**src/rtl/lsu_mem_if_pkg.sv**
```systemverilog
// lsu_mem_if_pkg: mem_op codes shared with the data RAM wrapper and the
// request bundle latched by the MEM-stage load/store initiator.
package lsu_mem_if_pkg;

    localparam logic [2:0] LB_TYPE  = 3'd0;
    localparam logic [2:0] LH_TYPE  = 3'd1;
    localparam logic [2:0] LW_TYPE  = 3'd2;
    localparam logic [2:0] LBU_TYPE = 3'd3;
    localparam logic [2:0] LHU_TYPE = 3'd4;
    localparam logic [2:0] SB_TYPE  = 3'd5;
    localparam logic [2:0] SH_TYPE  = 3'd6;
    localparam logic [2:0] SW_TYPE  = 3'd7;

    typedef struct packed {
        logic [2:0]  op;
        logic [31:0] addr;
        logic [31:0] wdata;
        logic [4:0]  rd;
        logic        is_load;
        logic        err;
    } lsu_req_t;

endpackage

```
**src/rtl/lsu_mem_if_align_chk.sv**
```systemverilog
// lsu_align_chk: combinational op / address legality check.
// In: mem_op, addr_lo (addr[1:0]). Out: err, is_load.
module lsu_align_chk
    import lsu_mem_if_pkg::*;
(
    input  logic [2:0] mem_op,
    input  logic [1:0] addr_lo,
    output logic       err,
    output logic       is_load
);

    always_comb begin
        err     = 1'b0;
        is_load = 1'b0;
        unique case (1'b1)
            (mem_op == LB_TYPE) || (mem_op == LBU_TYPE): begin
                is_load = 1'b1;
            end
            (mem_op == LH_TYPE) || (mem_op == LHU_TYPE): begin
                is_load = 1'b1;
                err     = addr_lo[0];
            end
            (mem_op == LW_TYPE): begin
                is_load = 1'b1;
                err     = |addr_lo;
            end
            (mem_op == SB_TYPE): begin
                err = 1'b0;
            end
            (mem_op == SH_TYPE): begin
                err = addr_lo[0];
            end
            (mem_op == SW_TYPE): begin
                err = |addr_lo;
            end
            default: begin
                err = 1'b1;
            end
        endcase
    end

endmodule

```
**src/rtl/lsu_mem_if.sv**
```systemverilog
// lsu_mem_if: MEM-stage load/store initiator towards the data RAM.
// Ports: req_* (EX/MEM handshake), rsp_* (to writeback), flush, dram_*.
module lsu_mem_if
    import lsu_mem_if_pkg::*;
#(
    parameter int RD_LAT = 1
) (
    input  logic        clk,
    input  logic        rst_n,
    input  logic        req_valid,
    output logic        req_ready,
    input  logic [2:0]  req_mem_op,
    input  logic [31:0] req_addr,
    input  logic [31:0] req_wdata,
    input  logic [4:0]  req_rd,
    output logic        rsp_valid,
    input  logic        rsp_ready,
    output logic [31:0] rsp_rdata,
    output logic [4:0]  rsp_rd,
    output logic        rsp_is_load,
    output logic        rsp_err,
    input  logic        flush,
    output logic [2:0]  dram_mem_op,
    output logic        dram_wen,
    output logic        dram_ren,
    output logic [31:0] dram_addr,
    output logic [31:0] dram_wdata,
    input  logic [31:0] dram_rdata
);

    typedef enum logic [1:0] {
        S_IDLE,
        S_ISSUE,
        S_WAIT,
        S_RESP
    } state_t;

    localparam logic [1:0] CNT_LAST = 2'(RD_LAT - 1);

    state_t     state_q;
    state_t     state_d;
    lsu_req_t   req_q;
    logic [31:0] rdata_q;
    logic [1:0] cnt_q;
    logic       ready_en_q;
    logic       chk_err;
    logic       chk_is_load;
    logic       accept;

    lsu_align_chk u_chk (
        .mem_op  (req_mem_op),
        .addr_lo (req_addr[1:0]),
        .err     (chk_err),
        .is_load (chk_is_load)
    );

    assign accept = req_valid & req_ready;

    always_ff @(posedge clk or negedge rst_n) begin
        if (!rst_n) begin
            state_q <= S_IDLE;
        end else begin
            state_q <= state_d;
        end
    end

    always_comb begin
        state_d = state_q;
        unique case (state_q)
            S_IDLE: begin
                if (accept) begin
                    state_d = chk_err ? S_RESP : S_ISSUE;
                end
            end
            S_ISSUE: begin
                // a flushed store still writes this cycle; only the
                // response is dropped
                if (flush) begin
                    state_d = S_IDLE;
                end else if (req_q.is_load) begin
                    state_d = S_WAIT;
                end else begin
                    state_d = S_RESP;
                end
            end
            S_WAIT: begin
                if (flush) begin
                    state_d = S_IDLE;
                end else if (cnt_q == CNT_LAST) begin
                    state_d = S_RESP;
                end
            end
            S_RESP: begin
                if (flush || rsp_ready) begin
                    state_d = S_IDLE;
                end
            end
            default: begin
                state_d = S_IDLE;
            end
        endcase
    end

    always_comb begin
        req_ready   = ready_en_q & (state_q == S_IDLE) & ~flush;
        rsp_valid   = 1'b0;
        rsp_rdata   = '0;
        rsp_rd      = '0;
        rsp_is_load = 1'b0;
        rsp_err     = 1'b0;
        dram_mem_op = '0;
        dram_wen    = 1'b0;
        dram_ren    = 1'b0;
        dram_addr   = '0;
        dram_wdata  = '0;
        unique case (state_q)
            S_ISSUE: begin
                dram_mem_op = req_q.op;
                dram_addr   = req_q.addr;
                dram_ren    = req_q.is_load;
                dram_wen    = ~req_q.is_load;
                dram_wdata  = req_q.is_load ? '0 : req_q.wdata;
            end
            S_WAIT: begin
                dram_mem_op = req_q.op;
                dram_addr   = req_q.addr;
                dram_ren    = 1'b1;
            end
            S_RESP: begin
                rsp_valid   = 1'b1;
                rsp_rdata   = rdata_q;
                rsp_rd      = req_q.rd;
                rsp_is_load = req_q.is_load;
                rsp_err     = req_q.err;
            end
            default: begin
            end
        endcase
    end

    // ready_en_q keeps req_ready low until the first edge out of reset
    always_ff @(posedge clk or negedge rst_n) begin
        if (!rst_n) begin
            req_q      <= '0;
            rdata_q    <= '0;
            cnt_q      <= '0;
            ready_en_q <= 1'b0;
        end else begin
            ready_en_q <= 1'b1;
            if (accept) begin
                req_q.op      <= req_mem_op;
                req_q.addr    <= req_addr;
                req_q.wdata   <= req_wdata;
                req_q.rd      <= req_rd;
                req_q.is_load <= chk_is_load;
                req_q.err     <= chk_err;
                rdata_q       <= '0;
                cnt_q         <= '0;
            end else if (state_q == S_WAIT) begin
                cnt_q <= cnt_q + 2'd1;
                if ((cnt_q == CNT_LAST) && !flush) begin
                    rdata_q <= dram_rdata;
                end
            end
        end
    end

endmodule

```
**config.mk**
```make
export PLATFORM = sky130hd
export DESIGN_NAME = lsu_mem_if
export DESIGN_NICKNAME = d
export VERILOG_FILES = /design/src/rtl/lsu_mem_if_pkg.sv /design/src/rtl/lsu_mem_if_align_chk.sv /design/src/rtl/lsu_mem_if.sv
export SDC_FILE = /design/constraint.sdc
export NUM_CORES = 1
export LEC_CHECK = 0
export ABC_AREA = 0
export CAP_MARGIN = 20
export CORE_ASPECT_RATIO = 1.2
export CORE_MARGIN = 2
export CORE_UTILIZATION = 46
export DETAILED_ROUTE_END_ITERATION = 8
export GPL_TIMING_DRIVEN = 0
export PLACE_DENSITY = 0.86
export REMOVE_ABC_BUFFERS = 1
export SLEW_MARGIN = 40
export SYNTH_ARGS = -nofsm -noshare
export SYNTH_HDL_FRONTEND = slang
export SYNTH_SLANG_ARGS = --single-unit
export TNS_END_PERCENT = 100
```
**constraint.sdc**
```tcl
create_clock -name clk -period 4.5 [get_ports clk]
set_clock_uncertainty 0.05 [all_clocks]
set_input_delay 0.675 -clock clk [delete_from_list [all_inputs] [get_ports clk]]
set_output_delay 0.675 -clock clk [all_outputs]
set_load 0.005 [all_outputs]
```
# Word-level counts from Yosys, hierarchy flattened
# Index checks and enable logic that the tools add are counted.
[totals] elab_cells=73 out_inout_bits=110 regBits=111 input_bits=109
[classes] add_sub_neg=1 n_mux=26 bitwise=5 reduce_logical=18 eq_ne=13
[op_table] op="32-bit two-way mux" count=7
[op_table] op="2-bit two-way mux" count=8
[op_table] op="3-bit equality test, second input constant" count=4
[op_table] op="2-bit OR reduction" count=5
[op_table] op="2-bit case mux with 4 select lines" count=1
[op_table] op="3-bit by 2-bit equality test with 1-bit output, second input constant" count=2
[op_table] op="1-bit two-way mux" count=6
[op_table] op="5-bit two-way mux" count=1
[op_table] op="2-bit equality test, second input constant" count=2
[op_table] op="2-bit zero test" count=2
[op_table] op="2-bit inequality test, second input constant" count=2
[op_table] op="2-bit nonzero test" count=2
[op_table] op="1-bit AND" count=3
[op_table] op="3-bit by 1-bit equality test with 1-bit output, second input constant" count=1
[op_table] op="3-bit zero test" count=1
[op_table] op="1-bit logical OR" count=3
[op_table] op="3-bit two-way mux" count=1
[op_table] op="3-bit by 2-bit inequality test with 1-bit output, second input constant" count=1
[op_table] op="1-bit case mux with 3 select lines" count=1
[op_table] op="3-bit AND reduction" count=1
[op_table] op="3-bit OR reduction" count=1
[op_table] op="2-bit by 1-bit adder with 2-bit output, second input constant" count=1
[op_table] op="2-bit by 1-bit equality test with 1-bit output, second input constant" count=1
[op_table] op="1-bit inverter" count=2
[op_table] op="4 further kinds" count=4

# Logic depth before layout (Yosys ltp)
[logic_depth] ltp_word=7 ltp_mapped=8 mapped_depth_nobuf=6

# Modules after synthesis
# A second synthesis with hierarchy kept.
[hier_totals] hier_cells=611 area_unflattened_um2=5258.8
[by_module_without_submodules] module="lsu_mem_if" instances=1 seq_area_each_um2=2777.7 area_per_inst_um2=5213.8 cells_each=605
[by_module_without_submodules] module="lsu_align_chk" instances=1 seq_area_each_um2=0.0 area_per_inst_um2=45.0 cells_each=6

# Least setup slack after synthesis
# Ideal clock, no wire load.
[synth_path] kind="register to output" startpoint="reg state_q[1]" endpoint="out dram_wdata[22]" path_stages_with_launch=6 slack_ps=2454 arrival_ps=1321 path_cell_list="dfrtp_1 -> inv_1 -> ha_1 -> nor2b_1 -> clkbuf_1 -> and2_1"
[synth_between] elab_chain_len=2
[synth_rtl] item="start, declared" line_no="lsu_mem_if.sv:40" text="state_t state_q;"
[synth_rtl] item="start signal, assigned" line_no="lsu_mem_if.sv:63" text="state_q <= state_d;"
[synth_rtl] item="2-bit by 1-bit equality test with 1-bit output" line_no="lsu_mem_if.sv:116" text="unique case (state_q)"
[synth_rtl] item="32-bit two-way mux" line_no="lsu_mem_if.sv:116"
[synth_rtl] item="end, declared" line_no="lsu_mem_if.sv:27" text="output logic [31:0] dram_wdata,"
# No other way between the ends.

# Worst setup path in the final report
[layout_path] startpoint="reg state_q[0]" endpoint="out dram_addr[6]"
[layout_between] elab_chain_len=3 word_cells_on_any_way=4 cone_classes="eq/ne: 2; mux: 1; reduce/logical: 1"
[layout_rtl] item="2-bit equality test / 2-bit by 1-bit equality test with 1-bit output (equally long branches)" line_no="lsu_mem_if.sv:116"
[layout_rtl] item="2-bit OR reduction (no source line) *"
[layout_rtl] item="32-bit two-way mux *" line_no="lsu_mem_if.sv:116"
[layout_rtl] item="end, declared" line_no="lsu_mem_if.sv:26" text="output logic [31:0] dram_addr,"
# Every way passes the cells marked *; elsewhere a longest branch is shown, timed or not.

==> results by group <==
Run status
  • Status: completed

Timing
  • Tmin final: 2.971 ns
  • Period utilisation layout: 66.02%
  • Slew @ Worst Pin: around 0.6 ns
  • Max Fclk: ~340 MHz
  • Final setup margin: between 1.5 and 2 ns
  • Setup TNS: 0 ns
  • Max-slew headroom: 59.81%
  • Slew Viols, Final: 0
  • Hold Vio Cnt, Final: 0
  • Final setup viols: 0
  • Unrepaired setup endpoints after global routing: false

Floorplanning
  • Die extent in x: around 100 um
  • Site Rows: 42
  • Die area: roughly 12000 um^2
  • CORE AREA: about 11000 um^2
  • Starting density of the core: ~47%
  • I/O pin count: 219
  • Die Y: 119.9 um

Route
  • Drt via density: just under 5
  • TritonRoute pass-1 iters: 4
  • Avg WL per Cell: between 10 and 15 um
  • DRC: 0
  • Detailed Route WL: 13940 um
  • Initial DRC count: just under 200
  • DR vias: 4752
  • Antenna-violating nets left: 0

Cells and area
  • Most frequent cells in the layout: 282 x nand2_1, 217 x clkdlybuf4s50_1, 111 x dfrtp_1
  • Area growth, synth to finish: 52.02%
  • Ant diodes: 0
  • Post-layout net count: 940
  • Area of the multi-input gates: roughly 2200 um^2
  • Layout cells sized above 1: about 5.4%
  • Register area: between 2000 and 3000 um^2
  • Fill cell total of the finished layout: just over 800
  • Most common cell after layout, fill and taps aside: nand2_1
  • Non-filler cells, final: about 960

GRT
  • Number of global-route vias before repair: ~4800
  • First-pass GRT wire length: approximately 23000 um
  • Global route total overflow: 0
  • Busiest layer in global routing: met2
  • Global-route track usage on met3: about 5.8%
  • Met2 Use GR: 39.81%
  • Met1 Usage GRT: 28.98%
  • Pin count of the biggest net entering global routing: 69
  • Gr usage total: between 20% and 30%
  • Initial antenna violation count: 0

CTS
  • CTS tree: built
  • CTS Hold Bufs: 0
  • H-tree depth: 3
  • CTS Buffer Depth: 2
  • Num CTS Buffers: 9
  • Sink Count: 111
  • CTS root buf: clkbuf_16
  • Worst-path clk slew: 0.07 ns
  • Post-CTS setup buffers: 0
  • Clock Latency Late Sink: 0.34 ns
  • Post_cts resized: 0

Power and ir drop
  • Sequential power share: between 40% and 50%
  • Int Power: 2.821 mW
  • P_sw: between 1 and 1.5 mW
  • Sw Ratio: 32.61%
  • Comb power frac: about two fifths
  • P_leak: 3.635 nW
  • VDD IR max: 0.0002712 V
  • PwrDens: 534.9 nW/um^2
  • Clock network power share: ~18%

Synthesis
  • Mean Syn Cell Area: 8.397 um^2
  • Count of different cell masters after synthesis: 28
  • Number of synthesized register bits: about 110
  • Cell Area, Synth: between 5000 and 6000 um^2
  • Post-synthesis mux area share: less than 1%
  • Compound-Gate Fraction of Synth Area: 4.740%
  • Post-Synth Simple-Gate Area: between 30% and 40%
  • Largest family of logic cells by synthesized area: simple AND/OR/NAND/NOR gates
  • Ys Warns: 0
  • Cells after synthesis: just over 600
  • Post-Synth Adder-Cell Area: around 1.2%
  • Post-synthesis sequential area ratio: 53.96%
  • XOR/XNOR Fraction of Synth Area: 0.3403%

Place
  • Pre-CTS setup slack: about 1.7 ns
  • Gpl congestion: about 0.80
  • Post-Place Cells: around 950
  • Post-DP HPWL: 10380 um
  • Port Buffers: 218

Job
  • Maxcap violations: 0

Critical path
  • Critical path launch point type: register
  • Worst path arrival time: 2.25 ns
  • Critical path class: register to primary output
  • R2R cell count: 10
  • Crit path required time: about 3.8 ns
  • Critical Path End Type: primary output
  • Largest fanout on the critical path: 36

Worst hold path
  • Hold WC Path Type: primary input to async pin
==> power by group through the flow <==
stage	registers (mW)	clock network (mW)	logic (mW)
after CTS	1.69	0.774	1.77
after detailed placement	1.71	0	1.76
after global routing	1.75	0.814	1.95
final	1.69	0.754	1.75
after floorplan	1.63	0	0.853
after global placement	1.67	0	1.66
==> metal layers <==
layer	routed length (um)	vias to the layer above	share of wire, %
met5	0	-	0
met4	348	0	2.5
met3	940	27	6.7
met2	7004	186	50
met1	5648	2240	41
li1	-	2299	-
==> cells in the mapped netlist <==
library cell,n,share of area (%)
nand2_1,282,21
dfrtp_1,111,54
and2_1,107,13
a21oi_1,35,3.4
buf_2,21,2.0
clkbuf_1,14,1.0
ha_1,5,1.2
nor2_1,5,0.36
inv_1,4,0.29
nor2b_1,3,0.36
nor3_1,3,0.29
o21a_1,3,0.44
buf_4,2,0.29
nand2b_1,2,0.24
nor3b_1,2,0.29
o21ai_0,2,0.19
a211o_1,1,0.17
a211oi_1,1,0.15
a211oi_2,1,0.24
and3b_1,1,0.17
buf_6,1,0.22
conb_1,1,0.073
mux2i_1,1,0.19
nand3b_1,1,0.15
nand4b_1,1,0.17
o211ai_1,1,0.15
xnor2_1,1,0.17
xor2_1,1,0.17
==> flip-flops by register name, indices dropped and copies added, names as in the netlist <==
register / flops
cnt_q: 2
ready_en_q: 1
state_q: 2
rdata_q: 32
req_q: 74
==> worst max-delay path, cell delays in order (launching register included) <==
cell	delay, ns
dfrtp_1	0.39
inv_1	0.10
ha_2	0.66
and2_1	0.20
clkdlybuf4s50_1	0.55
==> worst paths after layout <==
| check | start | to | slack (ns) |
|---|---|---|---|
| worst max-delay path | state_q[0] | dram_addr[6] | 1.53 |
| worst min-delay path | rst_n | req_q[49] | 0.17 |
| worst max register to register | state_q[0] | req_q[42] | 2.05 |
| worst min register to register | req_q[62] | req_q[62] | 0.42 |
| max in group asynchronous | rst_n | req_q[44] | 3.58 |
| min in group clk | req_q[62] | req_q[62] | 0.42 |
==> layout make-up <==
type | instances | area share, %
flip-flops and latches | 111 | 35.50
clock inverters | 6 | 0.5916
inverters | 4 | 0.1919
multi-input cells | 460 | 27.98
clock buffers | 10 | 3.054
well taps | 132 | 2.111
repair buffers | 240 | 30.57
==> cells by family (layout without fill, tap and decap cells) <==
family / after synthesis / in the layout
AOI/OAI and AO/OA: 44 / 44
xor gates and xnor gates: 2 / 2
adders and majority gates: 5 / 5
buffers and inverters: 42 / 260
DFF: 111 / 111
muxes: 1 / 1
other: 1 / 1
and+or+nand+nor: 407 / 407
==> stage by stage <==
step / hold WS [ns] / area [um^2] / utilization, % / power (mW)
final: 0.1724 / 7825 / 71.25 / 4.186
after global routing: 0.1794 / 7825 / 71.25 / 4.508
after CTS: 0.1705 / 7825 / 71.25 / 4.235
after detailed placement: 0.4045 / 7540 / 68.65 / 3.468
after global placement: 0.3995 / 7311 / 66.56 / 3.333
after floorplan: 0.3294 / 4964 / - / 2.483
Power figures use the tool's default switching activity.
==> patch (same settings) <==
Re-encode `state_t` (4 states) as Gray code, 2 bits wide.
--- a/src/rtl/lsu_mem_if.sv
+++ b/src/rtl/lsu_mem_if.sv
@@ -29,10 +29,10 @@
 );
 
     typedef enum logic [1:0] {
-        S_IDLE,
-        S_ISSUE,
-        S_WAIT,
-        S_RESP
+        S_IDLE  = 2'b00,
+        S_ISSUE = 2'b01,
+        S_WAIT  = 2'b11,
+        S_RESP  = 2'b10
     } state_t;
 
     localparam logic [1:0] CNT_LAST = 2'(RD_LAT - 1);
Formal check against the unedited RTL: no difference found for any inputs over 10 cycles, from zero or initial values and one cycle with rst_n low; not proved beyond that.
==> patch against the original RTL <==
Non-clock buffer count fell by 13; hold slack better by 0.0069 ns; sequential cell count unchanged; critical endpoint is now dram_wdata[11]; routed wire length is 9.1% lower; largest cell class unchanged; final cell count shrank 17%; highest routed layer unchanged; critical path type unchanged; setup slack worse by 0.30 ns; synthesized area up 0.88%; design area fell by 1.2%.
Power is not compared: it rests on default switching activity, and its combinational part moved more than twofold at a synthesized area within 25%.
==> patch: results <==
sta:
  hold_ws_ns: 0.179
  final_max_slew_viol_count: 0
  final.period_utilization: 0.727
  slew_headroom: 0.547
clock_network:
  h-tree-depth: 3
  clk_latency_ns: 0.34
yosys:
  synth.area.top_cells: "dfrtp_1 (53%), and2_1 (13%), mux2_2 (11%)"
  synth_cells: 452
  synth.top_cells.by_count: "dfrtp_1 (111), and2_1 (107), nand2_1 (69), mux2_2 (52), a21oi_1 (37)"
  yosysWarnings: 0
  synth_most_common_cell: "dfrtp_1"
  synthDistinctLibCells: 32
  ys_seq_area_frac: 0.535
  synthArstFlopShare: 1.00
global_route:
  met2_usage: 0.379
  grt_use_met1: 0.234
  grt_pass1_wl_mm: 20.3
  grt_usage: 0.212
  grt_pass1_vias: 4184
  antenna_found_initial: 0
  grt.met3_usage: 0.0561
  grt_max_degree: 62
hold_path:
  hold_path.class: "in2async"
critical_path:
  cp.arrival_ns: 2.55
  cp-startpoint: "state_q[0]$_DFFE_PN0P_"
  reg2reg_to: "req_q[34]$_DFFE_PN0P_"
  reg2reg_depth: 5
  ff2ff_setup_slack_ns: 1.82
  worstPathMaxFanout: 43
  crit_end: "dram_wdata[11]"
drt:
  finalWirelength_mm: 12.7
  wl_met2_mm: 6.68
  vias_per_cell: 5.04
  drt_iter0_drc: 97
  dr_wl_met3_um: 889
  wl_met1_mm: 4.77
layout:
  fin_nets: 769
  top_regs: "req_q (74), rdata_q (32)"
  final_cell_count_no_fill: 796
  final_layout_size_suffix_gt1_frac: 0.155
power:
  cellLeakagePower_nw: 3.22
place:
  dp_hpwl_mm: 9.48
  place_area_mm2: 0.00746
  dpl.cell_count: 780
  io_buffers: 218
  dp_slack_ns: 1.40
  gp_congestion: 0.766
status:
  status: "completed"
[patch: changes by cell type in the layout (fill, tap and decap cells not counted), moves of 3 or more]
| cell | unedited run | this run |
|---|---|---|
| buf_2 | 4 | 0 |
| buf_4 | 10 | 3 |
| buf_6 | 6 | 2 |
| clkbuf_1 | 0 | 3 |
| clkinvlp_4 | 5 | 0 |
| mux2_2 | 0 | 52 |
| mux2_4 | 0 | 20 |
| nand2_1 | 282 | 69 |
| nor2_1 | 5 | 1 |
| nor3_1 | 3 | 0 |
[patch: cell type report]
| type | instances | area (um^2) |
|---|---|---|
| well taps | 132 | 165 |
| multi-input cells | 306 | 2190 |
| flip-flops and latches | 111 | 2780 |
| fillers | 807 | 3300 |
| repair buffers | 227 | 2310 |
| clock buffers | 13 | 250 |
| clock inverters | 3 | 18.8 |
| inverters | 4 | 15.0 |
[patch: cell families after synthesis]
| kind of cell | after synthesis | synth area share |
|---|---|---|
| other cells | 1 | 0.000722 |
| flops | 111 | 0.535 |
| simple gates | 185 | 0.193 |
| xor+xnor | 2 | 0.00337 |
| fa+ha+maj | 1 | 0.00241 |
| buf+inv | 35 | 0.0463 |
| compound gates | 43 | 0.0443 |
| mux | 74 | 0.175 |
[patch: power by group]
group / internal (mW) / switching [mW] / total (mW)
clock: 0.391 / 0.341 / 0.732
combinational: 0.363 / 0.167 / 0.530
sequential: 1.19 / 0.104 / 1.30
[patch: critical path, cell delays in order, from the launching register on]
cell             delay [ns]
dfrtp_2                0.81
inv_1                  0.15
nor3_2                 0.20
buf_4                  0.20
buf_4                  0.18
and2_1                 0.15
clkdlybuf4s50_1        0.52
